==> src/rtl/elastic_buffer_pkg.sv <==
// elastic_buffer_pkg: shared constants, width helpers and pointer type
// for the elastic_buffer FIFO.
package elastic_buffer_pkg;

  localparam int DEFAULT_DATA_W = 8;
  localparam int DEFAULT_DEPTH  = 4;

  function automatic int cnt_w(input int depth);
    return $clog2(depth + 1);
  endfunction

  function automatic int addr_w(input int depth);
    return (depth > 1) ? $clog2(depth) : 1;
  endfunction

  typedef logic [addr_w(DEFAULT_DEPTH)-1:0] ptr_t;

endpackage

==> src/rtl/elastic_buffer_mem.sv <==
// elastic_buffer_mem: register array, one synchronous write port and one
// asynchronous read port; contents are never reset.
module elastic_buffer_mem
  import elastic_buffer_pkg::*;
#(
  parameter int DATA_W = DEFAULT_DATA_W,
  parameter int DEPTH  = DEFAULT_DEPTH,
  parameter int ADDR_W = addr_w(DEPTH)
) (
  input  logic              clk,
  input  logic              i_we,
  input  logic [ADDR_W-1:0] i_waddr,
  input  logic [DATA_W-1:0] i_wdata,
  input  logic [ADDR_W-1:0] i_raddr,
  output logic [DATA_W-1:0] o_rdata
);

  logic [DATA_W-1:0] r_mem [DEPTH];

  always_ff @(posedge clk) begin
    if (i_we) begin
      r_mem[i_waddr] <= i_wdata;
    end
  end

  assign o_rdata = r_mem[i_raddr];

endmodule

==> src/rtl/elastic_buffer.sv <==
// elastic_buffer: DEPTH-entry registered FIFO with valid/ready handshakes.
// Define ELASTIC_BUFFER_HWM_EN to add the hwm (high-water mark) output.
module elastic_buffer
  import elastic_buffer_pkg::*;
#(
  parameter  int DATA_W = DEFAULT_DATA_W,
  parameter  int DEPTH  = DEFAULT_DEPTH,
  localparam int CNT_W  = cnt_w(DEPTH)
) (
  input  logic              clk,
  input  logic              rst,
  input  logic [DATA_W-1:0] in_data,
  input  logic              in_valid,
  output logic              in_ready,
  output logic [DATA_W-1:0] out_data,
  output logic              out_valid,
  input  logic              out_ready,
  output logic [CNT_W-1:0]  count,
`ifdef ELASTIC_BUFFER_HWM_EN
  output logic [CNT_W-1:0]  hwm,
`endif
  output logic              full,
  output logic              empty
);

  localparam int ADDR_W = addr_w(DEPTH);

  logic [ADDR_W-1:0] r_wr_ptr;
  logic [ADDR_W-1:0] r_rd_ptr;
  logic [CNT_W-1:0]  r_count;
  logic [DATA_W-1:0] w_rdata;
  logic              w_push;
  logic              w_pop;

  assign full      = (r_count == CNT_W'(DEPTH));
  assign empty     = (r_count == '0);
  // in_ready depends only on state and rst, never on out_ready
  assign in_ready  = !full && !rst;
  assign out_valid = !empty;
  assign out_data  = out_valid ? w_rdata : '0;
  assign count     = r_count;

  assign w_push = in_valid && in_ready;
  assign w_pop  = out_valid && out_ready;

  elastic_buffer_mem #(
    .DATA_W (DATA_W),
    .DEPTH  (DEPTH),
    .ADDR_W (ADDR_W)
  ) u_mem (
    .clk     (clk),
    .i_we    (w_push),
    .i_waddr (r_wr_ptr),
    .i_wdata (in_data),
    .i_raddr (r_rd_ptr),
    .o_rdata (w_rdata)
  );

  always_ff @(posedge clk) begin
    if (rst) begin
      r_wr_ptr <= '0;
      r_rd_ptr <= '0;
      r_count  <= '0;
    end else begin
      if (w_push) begin
        r_wr_ptr <= r_wr_ptr + ADDR_W'(1);
      end
      if (w_pop) begin
        r_rd_ptr <= r_rd_ptr + ADDR_W'(1);
      end
      case ({w_push, w_pop})
        2'b10:   r_count <= r_count + CNT_W'(1);
        2'b01:   r_count <= r_count - CNT_W'(1);
        default: r_count <= r_count;
      endcase
    end
  end

`ifdef ELASTIC_BUFFER_HWM_EN
  logic [CNT_W-1:0] r_hwm;

  always_ff @(posedge clk) begin
    if (rst) begin
      r_hwm <= '0;
    end else if (r_count > r_hwm) begin
      r_hwm <= r_count;
    end
  end

  assign hwm = r_hwm;
`endif

endmodule

==> config.mk <==
export PLATFORM = sky130hd
export DESIGN_NAME = elastic_buffer
export DESIGN_NICKNAME = d
export VERILOG_FILES = /design/src/rtl/elastic_buffer_pkg.sv /design/src/rtl/elastic_buffer_mem.sv /design/src/rtl/elastic_buffer.sv
export SDC_FILE = /design/constraint.sdc
export NUM_CORES = 1
export LEC_CHECK = 0
export CELL_PAD_IN_SITES_DETAIL_PLACEMENT = 1
export CELL_PAD_IN_SITES_GLOBAL_PLACEMENT = 1
export CORE_ASPECT_RATIO = 1.1
export CORE_UTILIZATION = 44
export CTS_BUF_LIST = sky130_fd_sc_hd__clkbuf_16
export CTS_CLUSTER_SIZE = 20
export DETAILED_ROUTE_END_ITERATION = 16
export GPL_ROUTABILITY_DRIVEN = 0
export MAX_ROUTING_LAYER = met4
export PLACE_DENSITY_LB_ADDON = 0.25
export SLEW_MARGIN = 20
export SYNTH_ARGS = -nofsm -noshare
export SYNTH_HDL_FRONTEND = slang
export SYNTH_SLANG_ARGS = --single-unit
export TNS_END_PERCENT = 100
==> constraint.sdc <==
create_clock -name clk -period 2.48 [get_ports clk]
set_clock_uncertainty 0.15 [all_clocks]
set_input_delay 0.372 -clock clk [delete_from_list [all_inputs] [get_ports clk]]
set_output_delay 0.372 -clock clk [all_outputs]
set_load 0.01 [all_outputs]
==> results.md <==
* Gate Count Post-Synth at 104
* Fmax at 411 MHz
* Num ports at 27
* Pwr Total at 2.26 mW
* DR vias at 961
* Synth Cell Area at 1710 sq um
* Vias/cell at 5.03
* Post-synth EDFFs at 32
* CP endpoint kind: primary output
* CTS H-tree depth at 2
* Area grow syn2layout at 29.2%
* Detailed Routing Iterations Pass 1 at 4
* Final Critical Period at 2.43 ns
* Worst hold path type: register to register
* # hold bufs at CTS at 0
* Setup violators final at 0
* First-pass GRT wire length at 5170 um
* Antenna cells at 0
* Nets at 158
* Cell Pwr Density at 1030 nW/um^2
* Number of routed nets with antenna violations at 0
* Largest net degree at the start of global routing at 13
* Sink Count at 41
* Fraction of layout cells with a size suffix above 1 at 19.1%
* Hold depth at 2
* Initial core utilization at 46.4%
* Vias in the first global route at 1047
* Worst rel slew slack at 71.8%
* Main area contributors after synthesis: edfxtp_1 56%, dfxtp_1 11%, mux4_2 11%
* Peak supply drop at 572 uV
* Async SR Flop Fraction at 0%
* Setup crit end: out_data[3]
* Slew @ Worst Pin at 0.423 ns
* Grt ovf at 0
* Yosys warnings at 0
* Reg2reg setup slack at 0.16 ns
* Most common cell after layout, fill and taps aside: edfxtp_1
* Clock slew at reported path FFs at 0.06 ns
* Maximum fanout along the worst path at 8
* CTS tree: yes
* Worst skew pair latency at 0.28 ns
* Fin Hold WS at 0.347 ns
* Setup Crit Path Kind: register to primary output
* Die area at 4140 sq um
* Post-Route WL at 3290 um
* Detailed Route Iter0 Violations at 14
* Crit path DAT at 1.91 ns
* Row Count at 23
* Final count of hold timing violations at 0
* Num CTS Buffers at 5
* FF/Latch Area at 1140 sq um
* Max Cap Viol at 0
* Synth Net Count at 122
* Period Utilization, post-route at 98.0%
* Synth top area share at 56.2%
* Largest area contributor in the netlist: edfxtp_1
* Ys flop type: edfxtp_1
* Status: finished, final reports clean
* Height of the die at 67.4 um
* Startpoint types: register
* Core region area at 3680 sq um
* Most frequent cells in the layout: 32 x edfxtp_1, 23 x clkdlybuf4s50_1, 10 x inv_1, 9 x dfxtp_1
* Number of synthesized register bits at 41
* Fillers at 369
* Cell variety after synth at 23
* HPWL after DPL at 2340 um
* Synth Area per Inst at 16.4 sq um
* CP required at 1.96 ns
* GRT Overall Usage at 19.8%
* Final Max Slew Viols at 0
* Buffers on Ports at 26
* Chip width at 61.4 um
* Sequential area share after synthesis at 66.8%
* Clock tree buffer depth at 2
* Multi-input gate area at 518 sq um
* DRC at 0
* FF-to-FF End: count[2]
* Initial antenna violation count at 0
* Leakage at 0.807 nW
* R2R Path Start: count[2]
* Root buffer cell: clkbuf_16
* Routed len/inst at 17.2 um
* Reg2reg path depth at 9
[state kept, by name (all words and copies together) (netlist names), named ones only]
name         flops
count            3
r_rd_ptr         2
r_wr_ptr         2
u_mem.r_mem     32
[what timing repair did]
action                                  CTS  global route
endpoints found under the setup margin    5             7
resized for setup                         2             2
setup buffers                             0             3
[where the power goes]
| group | internal, mW | switching, mW |
|---|---|---|
| clock network | 0.361 | 0.230 |
| logic | 0.446 | 0.346 |
| registers | 0.818 | 0.0633 |
| total | 1.62 | 0.639 |
[through the flow]
stage	instances	setup WS (ns)	area, sq um	utilization (%)	TNS [ns]
after floorplan	104	0.206	1710	-	0
after global placement	180	0.0770	2040	55.4	0
after detailed placement	180	-0.0182	2040	55.4	-0.0182
after CTS	188	0.0273	2180	59.2	0
after global routing	191	-0.0193	2210	60.0	-0.0193
final	191	0.0485	2210	60.0	0
[critical path, stage by stage (launching register included)]
cell and delay, ns:
dfxtp_1 0.33, buf_6 0.15, mux4_2 0.50, nor2b_1 0.15, clkdlybuf4s50_1 0.49
[per-layer routing]
layer  track usage (%)  up-vias  share of wire, %
li1                  -      449                 -
met1              19.5      481                37
met2              34.6       26                57
met3              5.75        5               3.8
met4              10.3        0               1.9
met5                 -        -                 0
[layout make-up]
class | instances | area share [%]
clock buffers | 5 | 5.67
clock inverters | 3 | 0.510
inverters | 8 | 1.36
multi-input cells | 51 | 23.5
flip-flops and latches | 41 | 51.7
well taps | 50 | 2.83
repair buffers | 33 | 14.5
[cell families after synthesis]
| kind of cell | Yosys count | share of synthesized area [%] |
|---|---|---|
| AO/OA/AOI/OAI | 6 | 1.90 |
| XOR/XNOR | 3 | 1.54 |
| adder cells (fa/ha/maj) | 6 | 4.83 |
| buffers and inverters | 12 | 2.93 |
| flip-flops | 41 | 66.8 |
| multiplexers | 10 | 12.0 |
| AND/OR/NAND/NOR | 26 | 10.0 |
[how the worst min path moves through the flow]
stage                     start           to  slack (ns)
global placement    r_rd_ptr[1]  r_rd_ptr[1]        0.32
finish              r_rd_ptr[1]  r_rd_ptr[1]        0.35
detailed placement  r_rd_ptr[1]     register        0.34
global route        r_wr_ptr[0]  r_wr_ptr[0]        0.39
CTS                 r_rd_ptr[1]     register        0.35
floorplan           r_rd_ptr[1]     register        0.31
[synth_stat cells (all sizes together), types with 2 or more instances]
library cell,number
a21oi,3
edfxtp,32
ha,5
clkbuf,2
o21ai,2
buf,2
and2,4
nor2b,8
nor3b,2
inv,8
dfxtp,9
xor2,3
nor2,7
or3,2
mux4,8
No activity file was read; power rests on OpenSTA's default activity.
